<file path="src/rtl/reg_select_bank.sv">
// Operand-select bank: index 0 is the live ALU result, indices 1..NREGS-1 are registers.
// 1-cycle registered read with same-cycle write forwarding; no backpressure, accepts every cycle.
module reg_select_bank #(
  parameter int WIDTH = 8,
  parameter int NREGS = 4
) (
  input  logic                      clk,
  input  logic                      rst_n,
  input  logic [WIDTH-1:0]          alu_out,
  input  logic                      wr_en,
  input  logic [$clog2(NREGS)-1:0]  wr_sel,
  input  logic [WIDTH-1:0]          wr_data,
  input  logic                      rd_en,
  input  logic [$clog2(NREGS)-1:0]  rd_sel,
  output logic [WIDTH-1:0]          a_out,
  output logic                      a_valid,
  output logic                      wr_err
);

  localparam int SEL_W = $clog2(NREGS);

  logic [WIDTH-1:0] regs [1:NREGS-1];
  logic [WIDTH-1:0] rd_src;

  // One storage register per non-zero index; index 0 has none.
  for (genvar i = 1; i < NREGS; i++) begin : g_reg
    localparam logic [SEL_W-1:0] IDX = SEL_W'(i);
    always_ff @(posedge clk or negedge rst_n) begin
      if (!rst_n) begin
        regs[i] <= '0;
      end else if (wr_en && wr_sel == IDX) begin
        regs[i] <= wr_data;
      end
    end
  end

  always_comb begin
    rd_src = alu_out;
    if (rd_sel != '0) begin
      for (int i = 1; i < NREGS; i++) begin
        if (rd_sel == SEL_W'(i)) begin
          rd_src = regs[i];
        end
      end
      // A write landing on the same index this cycle wins over the stored value.
      if (wr_en && wr_sel == rd_sel) begin
        rd_src = wr_data;
      end
    end
  end

  always_ff @(posedge clk or negedge rst_n) begin
    if (!rst_n) begin
      a_out   <= '0;
      a_valid <= 1'b0;
      wr_err  <= 1'b0;
    end else begin
      if (rd_en) begin
        a_out <= rd_src;
      end
      a_valid <= rd_en;
      wr_err  <= wr_en && (wr_sel == '0);
    end
  end

endmodule

</file>
<file path="config.mk">
export PLATFORM = sky130hd
export DESIGN_NAME = reg_select_bank
export DESIGN_NICKNAME = d
export VERILOG_FILES = /design/src/rtl/reg_select_bank.sv
export SDC_FILE = /design/constraint.sdc
export NUM_CORES = 1
export LEC_CHECK = 0
export ABC_AREA = 1
export CORE_MARGIN = 2
export CORE_UTILIZATION = 49
export CTS_BUF_LIST = sky130_fd_sc_hd__clkbuf_4 sky130_fd_sc_hd__clkbuf_8
export CTS_CLUSTER_DIAMETER = 150
export CTS_CLUSTER_SIZE = 10
export DETAILED_ROUTE_END_ITERATION = 12
export PLACE_DENSITY = 0.88
export SETUP_SLACK_MARGIN = 0.4
export SLEW_MARGIN = 10
export SYNTH_ARGS = -nofsm -noshare
export SYNTH_HDL_FRONTEND = slang
export SYNTH_SLANG_ARGS = --single-unit
</file>
<file path="constraint.sdc">
create_clock -name clk -period 1.1 [get_ports clk]
set_clock_uncertainty 0.15 [all_clocks]
set_input_delay 0.275 -clock clk [delete_from_list [all_inputs] [get_ports clk]]
set_output_delay 0.275 -clock clk [all_outputs]
set_load 0.05 [all_outputs]
</file>
# Word-level counts from Yosys, hierarchy flattened
# Cells that the tools add are included.
[op_classes]
reduce_logical = 7
eq_ne = 7
mux = 5
[ops]
columns = ["operator", "n"]
rows = [
  ["two-way mux 8 bit", 5],
  ["equality test 2 bit, second input constant", 4],
  ["logical AND 1 bit", 5],
  ["equality test 2 x 1 -> 1 bit, second input constant", 2],
  ["equality test 2 bit", 1],
  ["logical NOT 2 bit", 1],
  ["nonzero test 2 bit", 1],
]
[word_totals]
wordCells = 25
inputBits = 24
out_inout_bits = 10
reg_bits = 34

# Depth between registers and ports, before layout
[logic_depth]
word_depth = 6
ltp_mapped = 11
mapped_depth_nobuf = 10

# Worst setup path after synthesis
# Ideal clock, no wire load.
[synth_path]
path_type = "input to register"
from = "in rd_sel[1]"
to = "reg a_out[0]"
setup_ns = 0.118
path_stages = 11
arrival_time_ns = 0.949
required_time_ns = 0.832
setup_slack_ns = -0.117
n_path_buf = 1
path_cell_list = "inv_2 -> buf_6 -> nand2_4 -> nand2_4 -> inv_4 -> nand3_1 -> nand2_1 -> inv_1 -> nand2_1 -> nand2_1 -> nand2_1"
[synth_via]
elab_chain_cells = 6
elab_cells_between_ends = 11
classes_between = "4 x eq/ne; 5 x mux; 2 x reduce/logical"
[synth_lines]
columns = ["element", "line_no", "source"]
rows = [
  ["from (decl)", "14", "input logic [$clog2(NREGS)-1:0] rd_sel,"],
  ["equality test 2 x 1 -> 1 bit", "41", "if (rd_sel == SEL_W'(i)) begin"],
  ["two-way mux 8 bit (3 in series)", "41", ""],
  ["two-way mux 8 bit", "46", "if (wr_en && wr_sel == rd_sel) begin"],
  ["two-way mux 8 bit (*)", "39", "if (rd_sel != '0) begin"],
  ["to (signal assigned)", "59", "a_out <= rd_src;"],
  ["to (decl)", "15", "output logic [WIDTH-1:0] a_out,"],
]
# Every way passes the cells marked *; elsewhere a longest branch is shown, timed or not.
# A chain may end at the register's enable or synchronous reset.

# Final worst setup path
[layout_path]
from = "reg regs[18] in the netlist's numbering"
to = "reg a_out[2]"
[layout_via]
elab_chain_cells = 5
[layout_lines]
columns = ["element", "line_no", "source"]
rows = [
  ["from (decl)", "22", "logic [WIDTH-1:0] regs [1:NREGS-1];"],
  ["from (signal, indexed assignment)", "32", "regs[i] <= wr_data;"],
  ["two-way mux 8 bit (3 in series)", "41", ""],
  ["two-way mux 8 bit", "46", ""],
  ["two-way mux 8 bit", "39", ""],
]
# Every way passes these cells.

==> metrics.txt <==
Final nets 356; Tmin final 1.448 ns; # rows 22; Critical Path Start Type flip-flop; all-layer global routing usage 35.84%; height of the die 66.03 µm; Post-Synthesis Cells 260; WL per Instance 24.91 µm; Die ar. 0.004360 mm²; Synth Net Count 284; Static Leak 1.612 nW; slowest stage delay, CP 0.41 ns; Max-Cap Viols 0; DP HPWL 3912 µm; ANT nets after route 0; Final Hold Viols 34; initial antenna violation count 0; Yosys Warn Count 0; Die X 66.03 µm; CP required 1.12 ns; floorplan core area 0.003689 mm²; Max Fclk 0.6907 GHz; Initial Utilization 51.12%; status finished with violations; top cell type's share of synthesized area 45.12%; Syn Area/Cell 7.252 µm²; Setup WS post-layout -0.3478 ns; DP Area 0.002654 mm²; port buffer count 33; CTS clk-pin slew, worst paths 0.08 ns; met1 track demand over resource 42.43%; synth-to-layout area growth 74.45%; unrepaired setup endpoints after global routing yes; DR iter-0 viols 390; Design Area, Final 0.003289 mm²; peak supply drop 1148 µV; Critical Path Start regs[18]$_DFFE_PN0P_; TritonCTS clock tree yes; cells taking the most area after synthesis dfrtp_1 (45%), nand2_1 (19%), nand3_1 (7.4%); DRT Pass-1 Iters 5; Worst Hold Class input port to asynchronous set/reset pin; Tcrit/Tclk final 131.6%; Yosys cell types 18; GR peak layer met2; Clock Latency Late Sink 0.30 ns; Remaining DRCs 0; global-route wire length before repair 11500 µm; Worst path slowest cell dfrtp_1; clock sinks 34; cell mode on critical path nand2_1; Clock Tree Root clkbuf_8; Worst Tran Pin Value 0.2503 ns; Power Total 0.004246 W; final setup violating endpoints 21; H-Tree Depth 2; number of diodes 0; vias 2499; worst r2r src regs[18]$_DFFE_PN0P_; failing checks hold timing, setup timing; Clock Tree Buf Depth 2; CTS Buf Count 5; mapped cell area 0.001886 mm²; met2 Track Usage GR 62.50%; Critical Path Sink Type flip-flop; Final Max Tran Viols 0; cell accounting for the most synthesized area dfrtp_1; Vias/cell 6.576; GPL Wtd Cong 0.8507; IO Pins 34; total gr overflow 0; WL final 9467 µm; Pwr per Cell Area 1291 mW/mm²; Slew HR 83.25%; flops & latches, synth 34; CP Max Fanout 2; met3 GRT Util 7.155%; Post-CTS Hold Buffers 0; sequential share of the synthesized area 45.12%; dpl ws -0.8370 ns; largest net degree at the start of global routing 35; share of cells above drive strength 1 46.99%; crit path kind flip-flop to flip-flop; Final Util 89.18%; Min Hold Slack -0.1064 ns; CP Cell Sequence nand3b_1 > nand3_1 > nand3_1 > nand2_1 > nand2_1 > nand2_1 > nand2_1; CP arrival 1.47 ns; vias in the first global route 2198
==> kinds of logic after synthesis <==
logic type / after synthesis / share of synthesized area (%)
AND/OR/NAND/NOR: 154 / 37.42
buffers and inverters: 40 / 8.958
flip-flops: 34 / 45.12
AO/OA/AOI/OAI: 32 / 8.494
==> area by class of cell <==
cell class | instances | area (µm²)
Timing Repair Buffer | 68 | 870.8
Sequential cell | 34 | 860.8
Fill cell | 120 | 399.1
Clock buffer | 5 | 68.82
Inverter | 33 | 175.2
Clock inverter | 2 | 15.01
Multi-Input combinational cell | 189 | 1231
Timing Repair inverter | 1 | 7.507
Tap cell | 48 | 60.06
==> state kept, by name, summed over array words and instances, names as in the netlist <==
register / count
wr_err: 1
a_valid: 1
regs: 24
a_out: 8
==> routing by layer <==
metal	vias to the layer above	share of wire, %
met5	-	0
met4	0	9.3
met3	106	12
met2	274	45
met1	1145	34
li1	974	-
==> worst paths after layout <==
kind / to / slack (ns) / cells after the start
max in group asynchronous: regs[17]$_DFFE_PN0P_ / 0.74 / 2
min in group clk: a_valid$_DFF_PN0_ / 0.19 / 1
setup / recovery: a_out[2]$_DFFE_PN0P_ / -0.35 / 7
setup reg to reg: a_out[2]$_DFFE_PN0P_ / -0.35 / 7
hold reg to reg: regs[9]$_DFFE_PN0P_ / 0.39 / 2
hold / removal: a_valid$_DFF_PN0_ / -0.11 / 2
==> where the power goes <==
| group | leakage (nW) | internal, W | total (W) | switching (W) |
|---|---|---|---|---|
| registers | 0.413 | 0.00144 | 0.00165 | 0.000208 |
| logic | 1.16 | 0.000730 | 0.00165 | 0.000921 |
| clock network | 0.0362 | 0.000432 | 0.000942 | 0.000510 |
| total | 1.61 | 0.00261 | 0.00425 | 0.00164 |
==> critical path, delay by kind of cell (launching register included) <==
kind / cells / cell delay (ns)
DFF: 1 / 0.41
and+or+nand+nor: 7 / 0.75
==> stage by stage <==
stage,hold WS (ns),setup TNS (ns),cells
2_1_floorplan,-0.1706,-0.4648,260
6_report,-0.1064,-4.177,380
5_1_grt,-0.09043,-4.951,380
3_5_place_dp,0.3235,-20.21,350
3_3_place_gp,0.3127,-19.24,350
4_1_cts,0.2003,-2.648,369
==> cell usage in the layout (no fill, tap or decap) <==
master,instances
inv_2,8
inv_4,2
nand2_4,7
buf_4,10
nand2_1,65
inv_1,18
nand3b_1,8
nand3_1,13
inv_6,1
dfrtp_2,8
nor2_2,5
o21ai_1,10
clkdlybuf4s50_1,6
buf_8,5
nor2_4,4
clkbuf_16,1
dlygate4sd2_1,10
clkinvlp_4,4
nand3_4,7
dfrtp_1,26
dlymetal6s2s_1,2
clkbuf_8,5
o21ai_2,14
inv_12,3
buf_12,16
a21oi_1,8
nor2_8,2
nand3_2,11
buf_6,18
nand2_2,23
nand2_8,2
nor2_1,10
==> cells in the mapped netlist <==
master and count:
nand2_1 93, dfrtp_1 34, inv_1 28, nand3_1 28
o21ai_0 24, nor2_1 17, a21oi_1 8, nand3b_1 8
clkbuf_1 4, inv_2 4, buf_6 2, nand2_2 2
nand2_4 2, nor2_8 2, buf_2 1, inv_4 1
nor2_2 1, nor2_4 1
==> what timing repair did <==
item                                    in CTS  in global routing
endpoints found under the hold margin        0                 34
setup buffers                                8                 10
pin swaps                                   26                 11
endpoints found under the setup margin      43                 55
gates resized for setup                     89                 53
cloned                                       4                  1
No activity file was read; power rests on OpenSTA's default activity.
